$ cat config.mk
export PLATFORM = sky130hd
export DESIGN_NAME = zjh_keypad_enc
export DESIGN_NICKNAME = d
export VERILOG_FILES = /design/src/rtl/zjh_keypad_enc.sv
export SDC_FILE = /design/constraint.sdc
export NUM_CORES = 1
export LEC_CHECK = 0
export BUFFER_PORTS_ARGS = -buffer_cell sky130_fd_sc_hd__buf_2
export CAP_MARGIN = 5
export CORE_UTILIZATION = 52
export DETAILED_ROUTE_END_ITERATION = 10
export GPL_ROUTABILITY_DRIVEN = 0
export GPL_TIMING_DRIVEN = 0
export HOLD_SLACK_MARGIN = 0.03
export PLACE_DENSITY = 0.8
export SLEW_MARGIN = 10
export SYNTH_ARGS = -nofsm -noshare
export SYNTH_HDL_FRONTEND = slang
export SYNTH_SLANG_ARGS = --single-unit
$ cat constraint.sdc
create_clock -name Clk -period 2.15 [get_ports Clk]
set_clock_uncertainty 0.05 [all_clocks]
set_input_delay 0.3225 -clock Clk [delete_from_list [all_inputs] [get_ports Clk]]
set_output_delay 0.3225 -clock Clk [all_outputs]
set_load 0.02 [all_outputs]
$ cat src/rtl/zjh_keypad_enc.sv
// zjh_keypad_enc: 4x4 matrix keypad scanner/encoder with debounce and a DA/KS handshake (74C922 style).
// Optional macro ZJH_KEYPAD_BCD_EN: keys whose code 4*row+col exceeds 9 are treated as no key.
module zjh_keypad_enc #(
  parameter int SCAN_DIV = 4,
  parameter int DEBOUNCE = 16
) (
  input  logic       Clk,
  input  logic       MR,
  input  logic [3:0] X,
  output logic [3:0] Y,
  output logic [3:0] D,
  output logic       DA,
  output logic       KS
);

  localparam int CW = $clog2(DEBOUNCE + 1);
  localparam int DW = $clog2(SCAN_DIV);
  localparam logic [CW-1:0] CNT_ONE    = CW'(1);
  localparam logic [CW-1:0] CNT_LAST   = CW'(DEBOUNCE - 1);
  localparam logic [DW-1:0] DWELL_LAST = DW'(SCAN_DIV - 1);
  localparam logic [DW-1:0] DWELL_ONE  = DW'(1);

  typedef enum logic [1:0] {
    ST_SCAN,
    ST_DEBOUNCE,
    ST_HELD,
    ST_RELEASE
  } state_t;

  state_t        state_reg, state_next;
  logic [3:0]    x_meta_reg, xs_reg;
  logic [1:0]    row_reg, row_next;
  logic [DW-1:0] dwell_reg, dwell_next;
  logic [CW-1:0] cnt_reg, cnt_next;
  logic [1:0]    col_reg, col_next;
  logic [3:0]    pat_reg, pat_next;
  logic [3:0]    d_reg, d_next;
  logic          da_reg, da_next;
  logic          ks_reg, ks_next;
  logic [3:0]    y_reg, y_next;

  logic [1:0]    low_col;
  logic          low_any;
  logic          key_ok;
  logic          all_high;
  logic          pat_match;
  logic [3:0]    key_code;
  logic [1:0]    row_inc;

  // Two-flop synchroniser on the column senses; idle level is all ones.
  always_ff @(posedge Clk or negedge MR) begin
    if (!MR) begin
      x_meta_reg <= 4'hF;
      xs_reg     <= 4'hF;
    end else begin
      x_meta_reg <= X;
      xs_reg     <= x_meta_reg;
    end
  end

  // Lowest-index low column wins when several keys share the driven row.
  always_comb begin
    low_col = 2'd0;
    for (int i = 3; i >= 0; i--) begin
      if (!xs_reg[i]) begin
        low_col = 2'(i);
      end
    end
  end

  assign low_any   = ~&xs_reg;
  assign all_high  = &xs_reg;
  assign pat_match = (xs_reg == pat_reg);
  assign key_code  = {row_reg, low_col};
  assign row_inc   = row_reg + 2'd1;

`ifdef ZJH_KEYPAD_BCD_EN
  assign key_ok = low_any && (key_code <= 4'd9);
`else
  assign key_ok = low_any;
`endif

  always_comb begin
    state_next = state_reg;
    row_next   = row_reg;
    dwell_next = dwell_reg;
    cnt_next   = cnt_reg;
    col_next   = col_reg;
    pat_next   = pat_reg;
    d_next     = d_reg;
    da_next    = da_reg;
    ks_next    = 1'b0;

    case (state_reg)
      ST_SCAN: begin
        if (dwell_reg == DWELL_LAST) begin
          dwell_next = '0;
          if (key_ok) begin
            col_next = low_col;
            pat_next = xs_reg;
            if (DEBOUNCE == 1) begin
              d_next     = key_code;
              ks_next    = 1'b1;
              da_next    = 1'b1;
              cnt_next   = '0;
              state_next = ST_HELD;
            end else begin
              cnt_next   = CNT_ONE;
              state_next = ST_DEBOUNCE;
            end
          end else begin
            row_next = row_inc;
          end
        end else begin
          dwell_next = dwell_reg + DWELL_ONE;
        end
      end

      ST_DEBOUNCE: begin
        if (pat_match) begin
          if (cnt_reg == CNT_LAST) begin
            d_next     = {row_reg, col_reg};
            ks_next    = 1'b1;
            da_next    = 1'b1;
            cnt_next   = '0;
            state_next = ST_HELD;
          end else begin
            cnt_next = cnt_reg + CNT_ONE;
          end
        end else begin
          // A bounce abandons this row; scanning picks up at the next one.
          row_next   = row_inc;
          dwell_next = '0;
          cnt_next   = '0;
          state_next = ST_SCAN;
        end
      end

      ST_HELD: begin
        if (all_high) begin
          if (DEBOUNCE == 1) begin
            da_next    = 1'b0;
            row_next   = row_inc;
            dwell_next = '0;
            cnt_next   = '0;
            state_next = ST_SCAN;
          end else begin
            cnt_next   = CNT_ONE;
            state_next = ST_RELEASE;
          end
        end
      end

      ST_RELEASE: begin
        if (all_high) begin
          if (cnt_reg == CNT_LAST) begin
            da_next    = 1'b0;
            row_next   = row_inc;
            dwell_next = '0;
            cnt_next   = '0;
            state_next = ST_SCAN;
          end else begin
            cnt_next = cnt_reg + CNT_ONE;
          end
        end else begin
          cnt_next = '0;
        end
      end

      default: begin
        state_next = ST_SCAN;
        row_next   = 2'd0;
        dwell_next = '0;
        cnt_next   = '0;
      end
    endcase
  end

  // Row drive is registered from the next row index, so it freezes whenever the row does.
  generate
    for (genvar gi = 0; gi < 4; gi++) begin : g_row_drive
      assign y_next[gi] = (row_next != 2'(gi));
    end
  endgenerate

  always_ff @(posedge Clk or negedge MR) begin
    if (!MR) begin
      state_reg <= ST_SCAN;
      row_reg   <= 2'd0;
      dwell_reg <= '0;
      cnt_reg   <= '0;
      col_reg   <= 2'd0;
      pat_reg   <= 4'hF;
      d_reg     <= 4'd0;
      da_reg    <= 1'b0;
      ks_reg    <= 1'b0;
      y_reg     <= 4'b1110;
    end else begin
      state_reg <= state_next;
      row_reg   <= row_next;
      dwell_reg <= dwell_next;
      cnt_reg   <= cnt_next;
      col_reg   <= col_next;
      pat_reg   <= pat_next;
      d_reg     <= d_next;
      da_reg    <= da_next;
      ks_reg    <= ks_next;
      y_reg     <= y_next;
    end
  end

  assign Y  = y_reg;
  assign D  = d_reg;
  assign DA = da_reg;
  assign KS = ks_reg;

endmodule

**Word level (Yosys, flattened, before mapping)**

Index checks and enable logic that the tools add are counted.

- Bitwise gates (word level): 1
- Reductions and logical operators: 11
- Eq/ne operators: 18
- Muxes and demuxes: 36
- Shift operators: 0
- Add/subtract/negate cells: 3
- $mul: 0
- Magnitude comparators: 0
- Divide/modulo/power cells: 0

Operators with widths:

| cell | number |
|---|---|
| $mux W2 | 18 |
| $mux W5 | 6 |
| $ne A2 B2 Y1 const B | 10 |
| $pmux W5 S4 | 1 |
| $pmux W2 S3 | 2 |
| $reduce_and A3 Y1 | 3 |
| $pmux W2 S4 | 1 |
| $reduce_and A4 Y1 | 2 |
| $mux W1 | 7 |
| $eq A2 B2 Y1 const B | 3 |
| $reduce_and A6 Y1 | 1 |
| $add A5 B1 Y5 const B | 1 |
| $eq A5 B4 Y1 const B | 1 |
| $reduce_and A5 Y1 | 1 |
| $add A2 B1 Y2 const B | 2 |
| $eq A4 B4 Y1 | 1 |
| $reduce_bool A2 Y1 | 2 |
| $ne A3 B3 Y1 const B | 1 |
| $reduce_bool A3 Y1 | 1 |
| $eq A2 B1 Y1 const B | 1 |
| $logic_not A2 Y1 | 1 |
| $ne A2 B1 Y1 const B | 1 |
| $pmux W1 S2 | 1 |
| $not A1 Y1 | 1 |

- Flip-flop bits (word level): 35
- Bits in latches: 0
- Memories kept: 0
- Memory bits (writable): 0
- Bits in read-only memories: 0
- Output and inout port bits: 10

**Longest topological paths before layout**

Gate-level depths: netlist (run 1).

- Word-level depth: 5
- Mapped depth: 8

**Least setup slack after synthesis (run 1)**

Ideal clock, no wire load.

- Path type: register to register
- Start point: register xs_reg[1]
- End point: register y_reg[0], in the netlist Y[0]
- Cell stages (with the launch flop): 6
- Clock period less this slack: 2,090 ps
- Arrival time: 1,915 ps
- Data required time: 1,976 ps
- Setup slack: 60 ps
- Setup time: 124 ps
- Path through: dfstp_2 xor2_1 o41ai_1 mux2_4 a211o_1 or2_1

- Word-level cells in the longest chain between the ends: 5

Ends and longest elaborated chain:

| item | RTL line | text |
|---|---|---|
| start: declaration | 31 | `logic [3:0] x_meta_reg, xs_reg;` |
| start signal: assignment | 57 | `xs_reg <= x_meta_reg;` |
| $reduce_and A4 Y1 | 71, 72 |  |
| $mux W2 | 98 | `if (key_ok) begin` |
| $mux W2 | 96 | `if (dwell_reg == DWELL_LAST) begin` |
| $pmux W2 S3 (*) | 94 | `case (state_reg)` |
| via row_next[1] | 32 | `logic [1:0] row_reg, row_next;` |
| $reduce_bool A2 Y1 (*) | 182 | `assign y_next[gi] = (row_next != 2'(gi));` |
| via y_next[0] | 40 | `logic [3:0] y_reg, y_next;` |
| end signal: assignment | 208 | `y_reg <= y_next;` |
| end: declaration | 40 |  |

The timed path passes the listed nets; every way through them passes the cells marked *.
A chain may end at the register's enable or synchronous reset.

**Final worst setup path (run 1)**

Ends and elaborated chain as after synthesis.

==> results of run 1 <==
routing by layer:
metal | vias to the layer above | track usage, % | share of wire [%]
li1 | 563 | - | -
met1 | 572 | 24.1 | 43
met2 | 33 | 36.0 | 51
met3 | 5 | 6.70 | 4.1
met4 | 0 | 9.18 | 1.5
met5 | - | 0 | 0
logic make-up after synthesis:
family | Yosys count | share of synthesized area (%)
compound gates | 36 | 15.8
xor+xnor | 4 | 2.14
fa+ha+maj | 6 | 4.59
buf+inv | 7 | 2.07
flops | 35 | 54.7
mux | 11 | 7.73
simple gates | 36 | 12.9
power groups by stage:
stage	clock (mW)	combinational (mW)	sequential, mW
2_1_floorplan	0	0.557	0.983
3_3_place_gp	0	0.712	0.963
3_5_place_dp	0	0.743	0.969
4_1_cts	0.479	0.780	0.959
5_1_grt	0.507	0.880	0.985
6_report	0.467	0.791	0.966
stage by stage:
step	cell area [µm²]	hold WS (ns)	util [%]	worst slack [ns]
4_1_cts	1910	0.313	66.3	0.0209
5_1_grt	1940	0.318	67.5	-0.0606
3_5_place_dp	1760	0.297	61.3	-0.0592
2_1_floorplan	1640	-0.0231	-	0.0604
6_report	1940	0.312	67.5	0.0234
3_3_place_gp	1760	0.296	61.3	-0.0351
path summary, 6_finish.rpt:
path | start | end | slack [ns] | cells after the start
min in group asynchronous | MR | Y[0]$_DFF_PN0_ | 0.54 | 2
max in group asynchronous | MR | dwell_reg[0]$_DFFE_PN0P_ | 1.05 | 2
max reg2reg | xs_reg[1]$_DFF_PN1_ | Y[0]$_DFF_PN0_ | 0.02 | 5
min reg2reg | x_meta_reg[1]$_DFF_PN1_ | xs_reg[1]$_DFF_PN1_ | 0.31 | 0
min | x_meta_reg[1]$_DFF_PN1_ | xs_reg[1]$_DFF_PN1_ | 0.31 | 0
max | xs_reg[1]$_DFF_PN1_ | Y[0]$_DFF_PN0_ | 0.02 | 5
cells in the mapped netlist, drive strengths merged, types with 2 or more instances:
cell type / instances / area, µm²
nand2b: 3 / 18.8
nand4b: 2 / 17.5
a22o: 2 / 18.8
a211o: 2 / 17.5
inv: 5 / 18.8
dfstp: 15 / 394
nor4: 3 / 18.8
o32a: 2 / 20.0
xor2: 4 / 35.0
dfrtp: 20 / 500
a21o: 4 / 30.0
o211ai: 3 / 22.5
nand2: 6 / 25.0
nand3: 4 / 20.0
o22ai: 3 / 18.8
ha: 6 / 75.1
nor2: 10 / 45.0
o21ai: 5 / 25.0
nor4b: 2 / 17.5
mux2: 10 / 116
o31ai: 3 / 22.5
a21oi: 5 / 25.0
a22oi: 2 / 20.0
worst max-delay path, delay by kind of cell (launching register included):
kind / cells / cell delay, ns
AOI/OAI and AO/OA: 2 / 0.71
DFF: 1 / 0.60
muxes: 1 / 0.33
and+or+nand+nor: 1 / 0.22
xor gates and xnor gates: 1 / 0.12
final cells by class:
cell class                      count  area [µm²]  area share, %
Buffer                              2        15.0          0.773
Clock buffer                        5        37.5           1.93
Clock inverter                      3        43.8           2.26
Inverter                            5        18.8          0.966
Multi-Input combinational cell     93         732           37.7
Sequential cell                    35         895           46.1
Tap cell                           42        52.6           2.71
Timing Repair Buffer               23         148           7.60
repair_timing:
action                                  CTS  global route
endpoints found under the setup margin    2             4
endpoints found under the hold margin    24             0
pin swaps                                 2             2
gates resized for setup                   2             4
setup buffers                             0             3
hold buffers                              5             0
==> impl_metrics.py, run 1 <==
metrics = {
    "placement": {
        "dp_hpwl_mm": 2.02,
        "placed_cells": 192,
        "io_buffer_count": 15,
    },
    "worst_setup_path": {
        "worstPathRequired_ns": 2.34,
        "cp.arrival_ns": 2.31,
        "slowest_delay_ns": 0.60,
        "crit_chain": "xor2_2, o41ai_2, mux2_4, a211o_1, or2_1",
        "critPathKind": "flop to flop",
        "worstPathMaxFanout": 5,
        "setup.worst_path.start_class": "flop",
        "crit_path_end_kind": "flop",
        "cpMaxStageDelayCell": "dfstp_2",
    },
    "drt": {
        "vias_per_cell": 5.64,
        "wl_per_cell_um": 14.4,
        "drt_iter0_markers": 46,
        "routed_wl_mm": 2.99,
        "first_pass_iters": 4,
        "drc": 0,
        "ant_nets": 0,
        "vias": 1173,
    },
    "timing": {
        "post-route-period-util_pct": 98.9,
        "worst_pin_slew_ns": 0.722,
        "max_slew_margin_pct": 51.9,
        "finalSetupTns_ns": 0,
        "fmax_mhz": 470,
        "hold_viol_final": 0,
        "setup_viol": 0,
        "fin_crit_ns": 2.13,
        "rsz0062_at_grt": "yes",
        "drv_slew": 0,
    },
    "final_layout": {
        "fill_cells": 200,
        "antennaDiodeCount": 0,
        "area_growth_pct": 18.7,
        "layout-drive-gt1-share_pct": 36.1,
        "layout_common_cells": "dfrtp_1 (20), dfstp_2 (15), buf_2 (15)",
        "final_common_cell": "dfrtp_1",
        "num-nets-final": 177,
        "fin_cells": 208,
        "largest_reg_flops": 5,
    },
    "yosys": {
        "synth_area_um2": 1640,
        "yosysSeqAreaShare_pct": 54.7,
        "synthArstFlopShare_pct": 100,
        "ys_warn_count": 0,
        "synth-seq-cells": 35,
        "syn-num-nets": 147,
        "synthDistinctLibCells": 44,
        "synth_cells": 135,
        "avgSynthCellArea_um2": 12.1,
        "synth-edff-count": 0,
        "ys.flop_type": "dfrtp_1",
    },
    "clock_network": {
        "cts_buffers": 5,
        "htreeDepth": 2,
        "cts_max_path_buffers": 2,
        "cts_tree": "built",
        "clk_pin_slew_ns": 0.11,
        "cts.sinks": 35,
        "cts_root_buf": "clkbuf_4",
        "clk-insertion-delay-late_ns": 0.34,
    },
    "floorplan": {
        "die_w_um": 58.1,
        "coreArea_um2": 2880,
        "initial_utilization_pct": 56.9,
        "rows": 19,
        "dieArea_um2": 3370,
        "io_pins": 16,
        "die_y_um": 58.1,
    },
    "power_and_ir_drop": {
        "swShare_pct": 34.5,
        "clockPowerShare_pct": 21.0,
        "cellInternalPower_mw": 1.46,
        "power.switching_uw": 768,
        "p_comb_share_pct": 35.6,
        "seqPwrFrac_pct": 43.4,
        "power_per_cell_area_nw_per_um2": 1150,
        "power_mw": 2.22,
        "peakVddDrop_v": 0.000519,
        "leakage_nw": 0.895,
    },
    "global_route": {
        "grt_pass1_vias": 1172,
        "grt_pass1_wl_mm": 5.24,
        "grt_max_degree": 36,
        "antenna_found_initial": 0,
        "gr-total-overflow": 0,
        "groute.usage.overall_pct": 21.0,
    },
    "run": {
        "maxCapViolations": 0,
    },
    "worst_hold_path": {
        "hp-class": "flop to flop",
    },
    "status": {
        "status": "completed",
    },
}
Note: power is estimated with default switching activity, not from simulation.
==> run 2, diff against run 1 <==
- RECOVER_POWER: default -> 50
==> impl_metrics.py, run 2 (synthesized netlist as in run 1, its figures left out) <==
metrics = {
    "timing": {
        "worst_pin_slew_ns": 0.804,
        "post-route-period-util_pct": 98.9,
        "hold_viol_final": 0,
        "fmax_mhz": 470,
        "fin_crit_ns": 2.13,
        "max_slew_margin_pct": 46.4,
        "fin_ws_ns": 0.0245,
        "drv_slew": 0,
        "setup_viol": 0,
        "rsz0062_at_grt": "yes",
    },
    "final_layout": {
        "final_common_cell": "dfrtp_1",
        "largest_reg_flops": 5,
        "fin_cells": 208,
        "antennaDiodeCount": 0,
        "num-nets-final": 177,
        "layout-drive-gt1-share_pct": 36.1,
        "layout_common_cells": "dfrtp_1 (20), dfstp_2 (15), buf_2 (14)",
        "area_growth_pct": 18.7,
        "final_core_util_pct": 67.5,
        "fill_cells": 200,
    },
    "clock_network": {
        "cts_buffers": 5,
        "cts_max_path_buffers": 2,
        "cts_tree": "built",
        "htreeDepth": 2,
        "clk_pin_slew_ns": 0.11,
        "clk-insertion-delay-late_ns": 0.34,
        "cts_root_buf": "clkbuf_4",
        "cts.sinks": 35,
    },
    "placement": {
        "dp_hpwl_mm": 2.02,
        "pre_cts_ws_ns": -0.0592,
        "placed_cells": 192,
        "io_buffer_count": 15,
    },
    "worst_hold_path": {
        "hp-start": "x_meta_reg[1]$_DFF_PN1_",
        "hold-path-cell-count": 0,
        "hold_end": "xs_reg[1]$_DFF_PN1_",
        "hp-class": "flop to flop",
    },
    "status": {
        "status": "completed",
    },
    "worst_setup_path": {
        "critPathKind": "flop to flop",
        "setup.worst_path.start_class": "flop",
        "r2r_slack_ns": 0.02,
        "crit_path_end_kind": "flop",
        "worstRegToRegCells": 5,
        "r2r_end": "Y[0]$_DFF_PN0_",
        "reg2reg_from": "xs_reg[1]$_DFF_PN1_",
        "worstPathMaxFanout": 5,
        "cp.arrival_ns": 2.31,
        "worstPathRequired_ns": 2.34,
    },
    "floorplan": {
        "die_w_um": 58.1,
        "initial_utilization_pct": 56.9,
        "rows": 19,
        "io_pins": 16,
        "dieArea_um2": 3370,
        "coreArea_um2": 2880,
        "die_y_um": 58.1,
    },
    "global_route": {
        "grt_pass1_wl_mm": 5.24,
        "gr-total-overflow": 0,
        "groute.usage.overall_pct": 21.0,
        "grt_pass1_vias": 1172,
        "antenna_found_initial": 0,
        "grt_max_degree": 36,
    },
    "power_and_ir_drop": {
        "seqPwrFrac_pct": 43.4,
        "power.switching_uw": 768,
        "power_mw": 2.22,
        "swShare_pct": 34.5,
        "clockPowerShare_pct": 21.0,
        "leakage_nw": 0.895,
        "power_per_cell_area_nw_per_um2": 1150,
        "cellInternalPower_mw": 1.46,
        "p_comb_share_pct": 35.6,
        "peakVddDrop_v": 0.000519,
    },
    "drt": {
        "first_pass_iters": 4,
        "drc": 0,
        "wl_per_cell_um": 14.3,
        "routed_wl_mm": 2.98,
        "drt_iter0_markers": 46,
        "vias_per_cell": 5.68,
        "ant_nets": 0,
        "vias": 1181,
    },
    "run": {
        "maxCapViolations": 0,
    },
}
==> run 2: what timing repair did <==
item                                   in CTS  in global routing
gates resized for setup                     2                  4
setup endpoints to repair                   2                  4
setup buffers                               0                  3
pin swaps                                   2                  2
hold buffers                                5                  0
endpoints found under the hold margin      24                  0
==> run 2: power groups by stage <==
| stage | clock network, mW | registers, mW | logic (mW) |
|---|---|---|---|
| after floorplan | 0 | 0.983 | 0.557 |
| after global placement | 0 | 0.963 | 0.712 |
| after detailed placement | 0 | 0.969 | 0.743 |
| after CTS | 0.479 | 0.959 | 0.780 |
| after global routing | 0.507 | 0.985 | 0.880 |
| final | 0.467 | 0.965 | 0.791 |
==> run 2: cell type report <==
cell class,instances,area (µm²),area share [%]
sequential,35,895,46.1
multi-input combinational,93,732,37.7
timing repair buffer,23,148,7.60
tap,42,52.6,2.71
clock inverter,3,43.8,2.26
clock buffer,5,37.5,1.93
inverter,5,18.8,0.966
buffer,2,15.0,0.773
==> run 2: metrics by stage <==
step	area, µm²	hold WS [ns]	TNS (ns)
final	1940	0.312	0
after global routing	1940	0.318	-0.0747
after CTS	1910	0.313	0
after detailed placement	1760	0.297	-0.0592
after global placement	1760	0.296	-0.0351
after floorplan	1640	-0.0231	0
==> run 2: worst max path at each step <==
stage / to / cells past startpoint / start / slack [ns]
floorplan: Y[0]$_DFF_PN0_ / 5 / xs_reg[1]$_DFF_PN1_ / 0.06
global placement: Y[0]$_DFF_PN0_ / 5 / xs_reg[1]$_DFF_PN1_ / -0.04
detailed placement: Y[0]$_DFF_PN0_ / 5 / xs_reg[1]$_DFF_PN1_ / -0.06
CTS: Y[0]$_DFF_PN0_ / 5 / xs_reg[0]$_DFF_PN1_ / 0.02
global route: Y[0]$_DFF_PN0_ / 5 / xs_reg[1]$_DFF_PN1_ / -0.06
finish: Y[0]$_DFF_PN0_ / 5 / xs_reg[1]$_DFF_PN1_ / 0.02
==> run 2: critical path: stages, from the launching register on <==
cell	delay, ns
dfstp_2	0.60
xor2_2	0.12
o41ai_2	0.39
mux2_4	0.33
a211o_1	0.32
or2_1	0.22
==> run 2: layer usage <==
| metal | vias to the layer above | wire length [µm] | global-route usage [%] |
|---|---|---|---|
| li1 | 563 | - | - |
| met1 | 573 | 1270 | 24.1 |
| met2 | 38 | 1530 | 36.0 |
| met3 | 7 | 129 | 6.70 |
| met4 | 0 | 50 | 9.18 |
| met5 | - | 0 | 0 |
